===== src/rtl/dmem_arb_pkg.sv =====
// Shared types and defaults for the two-port data-memory arbiter.
package dmem_arb_pkg;

    localparam int NUM_PORTS      = 2;
    localparam int DEFAULT_ADDR_W = 64;
    localparam int DEFAULT_DATA_W = 64;

    typedef enum logic [1:0] {
        IDLE,
        ACCESS,
        RESP
    } arb_state_t;

    typedef logic port_id_t;

    function automatic port_id_t other_port(input port_id_t p);
        return ~p;
    endfunction

endpackage


===== src/rtl/rr_arbiter2.sv =====
// Combinational two-way round-robin grant; the last-grant state lives in the caller.
module rr_arbiter2
    import dmem_arb_pkg::*;
(
    input  logic [NUM_PORTS-1:0] valid,
    input  port_id_t             last_grant,
    output logic                 grant_valid,
    output port_id_t             grant_id
);

    always_comb begin
        grant_valid = |valid;
        grant_id    = last_grant;
        case (valid)
            2'b01:   grant_id = 1'b0;
            2'b10:   grant_id = 1'b1;
            // Tie: favour whichever port did not win last time.
            2'b11:   grant_id = other_port(last_grant);
            default: grant_id = last_grant;
        endcase
    end

endmodule


===== src/rtl/dmem_arbiter.sv =====
// Two-port arbiter/sequencer for data_memory: one access per 3+ cycles, round-robin.
// Optional DMEM_ARB_ALIGN_CHECK_EN rejects addresses with nonzero addr[2:0].
module dmem_arbiter
    import dmem_arb_pkg::*;
#(
    parameter int ADDR_W = DEFAULT_ADDR_W,
    parameter int DATA_W = DEFAULT_DATA_W
) (
    input  logic              clk,
    input  logic              rst_n,

    input  logic              p0_req_valid,
    output logic              p0_req_ready,
    input  logic              p0_req_we,
    input  logic [ADDR_W-1:0] p0_req_addr,
    input  logic [DATA_W-1:0] p0_req_wdata,
    output logic              p0_resp_valid,
    input  logic              p0_resp_ready,
    output logic [DATA_W-1:0] p0_resp_rdata,
    output logic              p0_resp_err,

    input  logic              p1_req_valid,
    output logic              p1_req_ready,
    input  logic              p1_req_we,
    input  logic [ADDR_W-1:0] p1_req_addr,
    input  logic [DATA_W-1:0] p1_req_wdata,
    output logic              p1_resp_valid,
    input  logic              p1_resp_ready,
    output logic [DATA_W-1:0] p1_resp_rdata,
    output logic              p1_resp_err,

    output logic              MemRead,
    output logic              MemWrite,
    output logic [ADDR_W-1:0] address,
    output logic [DATA_W-1:0] write_data,
    input  logic [DATA_W-1:0] read_data
);

    arb_state_t state_reg, state_next;

    logic [NUM_PORTS-1:0] req_valid;
    logic [NUM_PORTS-1:0] req_ready;
    logic [NUM_PORTS-1:0] resp_ready;
    logic [NUM_PORTS-1:0] resp_valid;

    logic        grant_valid;
    port_id_t    grant_id;
    port_id_t    last_grant_reg;
    port_id_t    gid_reg;
    logic        we_reg;
    logic [ADDR_W-1:0] addr_reg;
    logic [DATA_W-1:0] wdata_reg;
    logic [DATA_W-1:0] rdata_reg;

    logic              sel_we;
    logic [ADDR_W-1:0] sel_addr;
    logic [DATA_W-1:0] sel_wdata;
    logic              accept;
    logic              misaligned;
    logic              mem_en;

    assign req_valid  = {p1_req_valid, p0_req_valid};
    assign resp_ready = {p1_resp_ready, p0_resp_ready};

    rr_arbiter2 u_rr (
        .valid       (req_valid),
        .last_grant  (last_grant_reg),
        .grant_valid (grant_valid),
        .grant_id    (grant_id)
    );

    assign sel_we    = grant_id ? p1_req_we    : p0_req_we;
    assign sel_addr  = grant_id ? p1_req_addr  : p0_req_addr;
    assign sel_wdata = grant_id ? p1_req_wdata : p0_req_wdata;
    assign accept    = (state_reg == IDLE) && grant_valid;

    always_ff @(posedge clk or negedge rst_n) begin
        if (!rst_n) begin
            state_reg <= IDLE;
        end else begin
            state_reg <= state_next;
        end
    end

    always_comb begin
        state_next = state_reg;
        req_ready  = '0;
        resp_valid = '0;
        case (state_reg)
            IDLE: begin
                req_ready[grant_id] = grant_valid;
                if (grant_valid) state_next = ACCESS;
            end
            ACCESS: state_next = RESP;
            RESP: begin
                resp_valid[gid_reg] = 1'b1;
                if (resp_ready[gid_reg]) state_next = IDLE;
            end
            default: state_next = IDLE;
        endcase
    end

    always_ff @(posedge clk or negedge rst_n) begin
        if (!rst_n) begin
            we_reg         <= 1'b0;
            addr_reg       <= '0;
            wdata_reg      <= '0;
            gid_reg        <= 1'b0;
            last_grant_reg <= 1'b1;
            rdata_reg      <= '0;
        end else begin
            if (accept) begin
                we_reg         <= sel_we;
                addr_reg       <= sel_addr;
                wdata_reg      <= sel_wdata;
                gid_reg        <= grant_id;
                last_grant_reg <= grant_id;
            end
            if (state_reg == ACCESS) begin
                rdata_reg <= (we_reg || misaligned) ? '0 : read_data;
            end
        end
    end

`ifdef DMEM_ARB_ALIGN_CHECK_EN
    logic err_reg;

    assign misaligned = (addr_reg[2:0] != 3'b000);

    always_ff @(posedge clk or negedge rst_n) begin
        if (!rst_n) begin
            err_reg <= 1'b0;
        end else if (state_reg == ACCESS) begin
            err_reg <= misaligned;
        end
    end

    assign p0_resp_err = err_reg;
    assign p1_resp_err = err_reg;
`else
    assign misaligned  = 1'b0;
    assign p0_resp_err = 1'b0;
    assign p1_resp_err = 1'b0;
`endif

    // Strobes are pure decode of the state, so reset drops them without a clock.
    assign mem_en     = (state_reg == ACCESS) && !misaligned;
    assign MemRead    = mem_en && !we_reg;
    assign MemWrite   = mem_en && we_reg;
    assign address    = addr_reg;
    assign write_data = wdata_reg;

    assign p0_req_ready  = req_ready[0];
    assign p1_req_ready  = req_ready[1];
    assign p0_resp_valid = resp_valid[0];
    assign p1_resp_valid = resp_valid[1];
    assign p0_resp_rdata = rdata_reg;
    assign p1_resp_rdata = rdata_reg;

endmodule


===== config.mk =====
export PLATFORM = sky130hd
export DESIGN_NAME = dmem_arbiter
export DESIGN_NICKNAME = d
export VERILOG_FILES = /design/src/rtl/dmem_arb_pkg.sv /design/src/rtl/rr_arbiter2.sv /design/src/rtl/dmem_arbiter.sv
export SDC_FILE = /design/constraint.sdc
export NUM_CORES = 1
export LEC_CHECK = 0
export CORE_AREA = 4 4 231 233
export DETAILED_ROUTE_END_ITERATION = 10
export DIE_AREA = 0 0 235 237
export PLACE_DENSITY = 0.53
export RECOVER_POWER = 25
export SYNTH_ARGS = -nofsm -noshare
export SYNTH_HDL_FRONTEND = slang
export SYNTH_SLANG_ARGS = --single-unit

===== constraint.sdc =====
create_clock -name clk -period 1.64 [get_ports clk]
set_input_delay 0.41 -clock clk [delete_from_list [all_inputs] [get_ports clk]]
set_output_delay 0.41 -clock clk [all_outputs]
set_load 0.02 [all_outputs]

# Word-level counts from Yosys, hierarchy flattened

Index checks and enable logic that the tools add are counted.

Magnitude comparators: 4
Eq/ne operators: 7
Muxes and demuxes: 16
Bitwise operators: 2
Reductions and logical operators: 9

Operators with widths:

| cell                                                       | number |
|---|---|
| two-way mux 64 bit                                         | 3 |
| two-way mux 2 bit                                          | 4 |
| == test 2 bit, second input constant                       | 3 |
| case mux 2 bit (3 select lines)                            | 1 |
| logical AND 1 bit                                          | 5 |
| two-way mux 1 bit                                          | 5 |
| == test 2 x 1 -> 1 bit, second input constant              | 2 |
| less-than comparator 1 x 2 -> 1 bit, second input constant | 2 |
| != test 2 bit, second input constant                       | 2 |
| case mux 1 bit (3 select lines)                            | 1 |
| AND 2 bit                                                  | 1 |
| demux 1 bit (select 1 bit)                                 | 2 |
| >= comparator 1 bit, second input constant                 | 2 |
| zero test 2 bit                                            | 1 |
| AND reduction 2 bit                                        | 1 |
| OR reduction 2 bit                                         | 1 |
| zero test 1 bit                                            | 1 |
| NOT 1 bit                                                  | 1 |

Register bits after elaboration: 197
Input bits: 328
Output and inout bits: 264
Logic and storage cells: 45

# Longest topological paths before layout

Depth after elaboration: 8
Gate-level depth with buffers: 5
Depth with buffers taken out: 3

# Cells and area by module

Synthesis repeated with hierarchy kept, for this count alone.

Cells, all modules: 712
Area, all modules: 10259.8 sq um

Modules (own cells, without submodules):

| module       | instances | cells each | area each (sq um) | seq. area each (sq um) |
|---|---|---|---|---|
| dmem_arbiter | 1         | 709        | 10239.8           | 4931.0 |
| rr_arbiter2  | 1         | 3          | 20.0              | 0.0 |

# Worst setup path after synthesis

OpenSTA, ideal clock, no wires.

Kind: flip-flop to output port
Start: reg last_grant_reg
End: out p0_req_ready
Arrival: 1.422 ns
Data required time: 1.230 ns
Slack: -0.192 ns
Stages on the path, launching flop included: 4
Path buffers: 1
Cell sequence: dfstp_2 -> inv_1 -> a2111oi_4 -> clkbuf_1

Cells in the longest elaborated chain, start to end: 8
Elaborated cells between the ends (all ways): 9
Those cells by class: order compare: 2; mux: 4; bitwise: 2; reduce/logical: 1

RTL lines:

| element                                                                                                 | RTL line            | text |
|---|---|---|
| start, declared                                                                                         | dmem_arbiter.sv:48  | `port_id_t last_grant_reg;` |
| start signal, assigned                                                                                  | dmem_arbiter.sv:117 | `last_grant_reg <= grant_id;` |
| NOT 1 bit                                                                                               | dmem_arb_pkg.sv:17  | `return ~p;` |
| case mux 1 bit (3 select lines) *                                                                       | rr_arbiter2.sv:14   | `case (valid)` |
| less-than comparator 1 x 2 -> 1 bit (implied by the code) / >= comparator 1 bit (equally long branches) | dmem_arbiter.sv:91  | `req_ready[grant_id] = grant_valid;` |
| logical AND 1 bit (implied by the code)                                                                 | dmem_arbiter.sv:91  |  |
| two-way mux 1 bit (implied by the code)                                                                 | dmem_arbiter.sv:91  |  |
| demux 1 bit (select 1 bit) *                                                                            | dmem_arbiter.sv:91  |  |
| AND 2 bit (no line) *                                                                                   | n/a                 |  |
| two-way mux 2 bit *                                                                                     | dmem_arbiter.sv:89  | `case (state_reg)` |
| end, declared                                                                                           | dmem_arbiter.sv:13  | `output logic p0_req_ready,` |

Mark *: on every way between the ends. The rest lies on a longest branch, timed or not.

# Worst setup path after layout

Ends and elaborated chain as after synthesis.

==> impl_metrics.json <==
{
  "outcome": "finished with violations",
  "violations": "negative setup slack",
  "synthesis.area_um2": 8760,
  "cap_violations": 0,
  "fmax_ghz": 0.469,
  "yosys_warnings": 0,
  "critPathLaunchType": "flip-flop",
  "grt_pass1_wl_um": 59400,
  "initial_core_util_pct": 17.1,
  "core_area_um2": 51200,
  "portBuffers": 589,
  "vias": 8817,
  "n_fill_cell": 5231,
  "hpwlAfterDp_um": 30000,
  "htree_num_levels": 4,
  "setup_viol": 134,
  "synth-seq-cells": 197,
  "clk_pin_slew_ns": 0.08,
  "r2r_cells": 9,
  "grt_max_degree": 73,
  "antenna_found_initial": 2,
  "syn_inst": 811,
  "period_share_pct": 130,
  "slew-limit-headroom_pct": 50.6,
  "worst_slew_pin_slew_ns": 0.741,
  "slew_viol_final": 0,
  "regArea_um2": 4930,
  "endpoint_kind": "output pin",
  "ant_nets": 0,
  "fp.dieH_um": 237,
  "clock_skew_ns": 0.0125,
  "drive_gt1_share_pct": 25.7,
  "stdcell_count": 2080,
  "post-route-cell-area_um2": 16900,
  "dpl-instance-area_um2": 15500,
  "hold_path.class": "in2reg",
  "crit_path_start": "last_grant_reg",
  "insertion_delay_ns": 0.48,
  "cts_tree": "done",
  "rrSetupSlack_ns": -0.43,
  "leakage_nw": 7.64,
  "finalCriticalPeriod_ns": 2.13,
  "reg2reg_from": "last_grant_reg",
  "irDropWorstVdd_v": 0.000805,
  "io_pins": 592,
  "r2r-end": "write_data[63]",
  "ys_seq_area_share_pct": 56.3,
  "endpoint": "p0_req_ready",
  "gp_congestion": 0.807,
  "grt_setup_unrepaired": "true",
  "cp_data_required_time_ns": 1.23,
  "cts_buffer_depth": 2,
  "grt_pass1_vias": 9191,
  "clock-sinks": 197,
  "synth_top_area_share_pct": 56.0,
  "drcViolationCount": 0,
  "avgViaCountPerCell": 4.24,
  "cts-buffers-inserted": 17,
  "cp_max_fo": 2,
  "track_usage_pct": 14.0,
  "dp_cells": 1999,
  "clock-root-buffer": "clkbuf_16",
  "routedWlPerCell_um": 20.6,
  "hold_depth": 3,
  "worst_slack_ns": -0.493,
  "hold_viol": 0,
  "drtIter0Drc": 421,
  "dieArea_um2": 55700,
  "path_class": "reg2out",
  "drt-total-wl_um": 42800,
  "area_growth_pct": 93.3,
  "synthTopCellsByArea": "dfrtp_1 56%, a221o_1 15%, and3_1 9.2%",
  "drt-pass1-iter-count": 4,
  "nNetsFinal": 1714,
  "yosysTopAreaCell": "dfrtp_1",
  "syn_area_per_cell_um2": 10.8,
  "multiInputGateArea_um2": 3080,
  "powerDensity_nw_per_um2": 1890,
  "die_w_um": 235,
  "gr-total-overflow": 0,
  "yosysUniqueCellTypes": 19,
  "cp_data_arrival_time_ns": 1.72,
  "rows": 83
}
layout make-up:
cell class                      count  area share [%]
Clock buffer                       19            2.56
Multi-Input combinational cell    467            18.2
Clock inverter                     13            1.17
Timing Repair Buffer              698            43.8
Sequential cell                   197            29.1
Tap cell                          680            5.03
Antenna cell                        1          0.0148
Inverter                            5           0.111
power breakdown:
group,switching [mW],leakage (nW),internal (mW)
Combinational,9.70,4.90,8.87
Sequential,1.65,2.46,7.15
Clock,2.07,0.290,2.58
Total,13.4,7.64,18.6
synth_stat cells:
cell	instances
and3_1	129
dfstp_2	1
a21oi_1	2
buf_2	15
mux2_2	1
a21boi_0	1
nor2_1	5
o21ai_1	1
conb_1	1
dfrtp_1	196
a221o_1	129
clkbuf_1	62
and2_1	1
nand2b_1	2
buf_4	66
o21ai_0	65
nand2_1	128
inv_1	5
a2111oi_4	1
routing by layer:
metal  wire length (µm)  global-route usage [%]
met1              17100                    16.2
met3               3470                    5.60
met4               1060                    4.53
met2              21100                    23.8
met5                 13                       0
stage by stage:
| step | power (mW) | worst slack, ns | util, % | setup TNS (ns) | hold slack [ns] |
|---|---|---|---|---|---|
| after floorplan | 17.7 | 0.0197 | - | 0 | 0.114 |
| after global placement | 26.6 | -0.615 | 30.3 | -71.44 | 0.423 |
| after detailed placement | 26.8 | -0.638 | 30.3 | -74.10 | 0.421 |
| after CTS | 31.6 | -0.608 | 32.7 | -47.98 | 0.429 |
| after global routing | 33.8 | -0.578 | 33.1 | -48.14 | 0.455 |
| final | 32.0 | -0.493 | 33.1 | -38.46 | 0.488 |
critical path, stage by stage, from the launching register on:
cell and delay [ns]:
dfstp_2 0.55, inv_2 0.05, a2111oi_4 0.37, buf_12 0.16, buf_12 0.10
logic make-up after synthesis:
| kind of cell | share of synthesized area (%) |
|---|---|
| compound gates | 19.0 |
| buf+inv | 9.38 |
| flops | 56.3 |
| mux | 0.129 |
| other cells | 0.0428 |
| simple gates | 15.1 |
layout by cell type (no fill, tap or decap), drive strengths merged, types with 2 or more instances in the layout:
cell	Yosys	layout
a221o	129	129
clkbuf	62	64
clkdlybuf4s15	0	206
nand2b	2	2
clkdlybuf4s50	0	325
conb	1	2
nand2	128	128
bufinv	0	4
buf	81	119
inv	5	8
and3	129	129
dfrtp	196	196
clkinvlp	0	5
nor2	5	5
o21ai	66	66
a21oi	2	2
worst min path at each step:
stage                              from                end  slack (ns)
final                     read_data[62]  p0_resp_rdata[62]        0.49
after global routing      read_data[14]  p0_resp_rdata[14]        0.46
after floorplan                   rst_n         address[0]        0.11
after CTS                         rst_n       state_reg[0]        0.43
after detailed placement          rst_n        address[13]        0.42
after global placement            rst_n        address[13]        0.42
timing repair:
item                       CTS  global route
pin swaps                   63             2
hold buffers                 1             0
setup endpoints to repair  390           213
buffers inserted            23             6
hold endpoints to repair    28             0
resized for setup          760            76
cloned                       7            12
No activity file was read; power rests on OpenSTA's default activity.
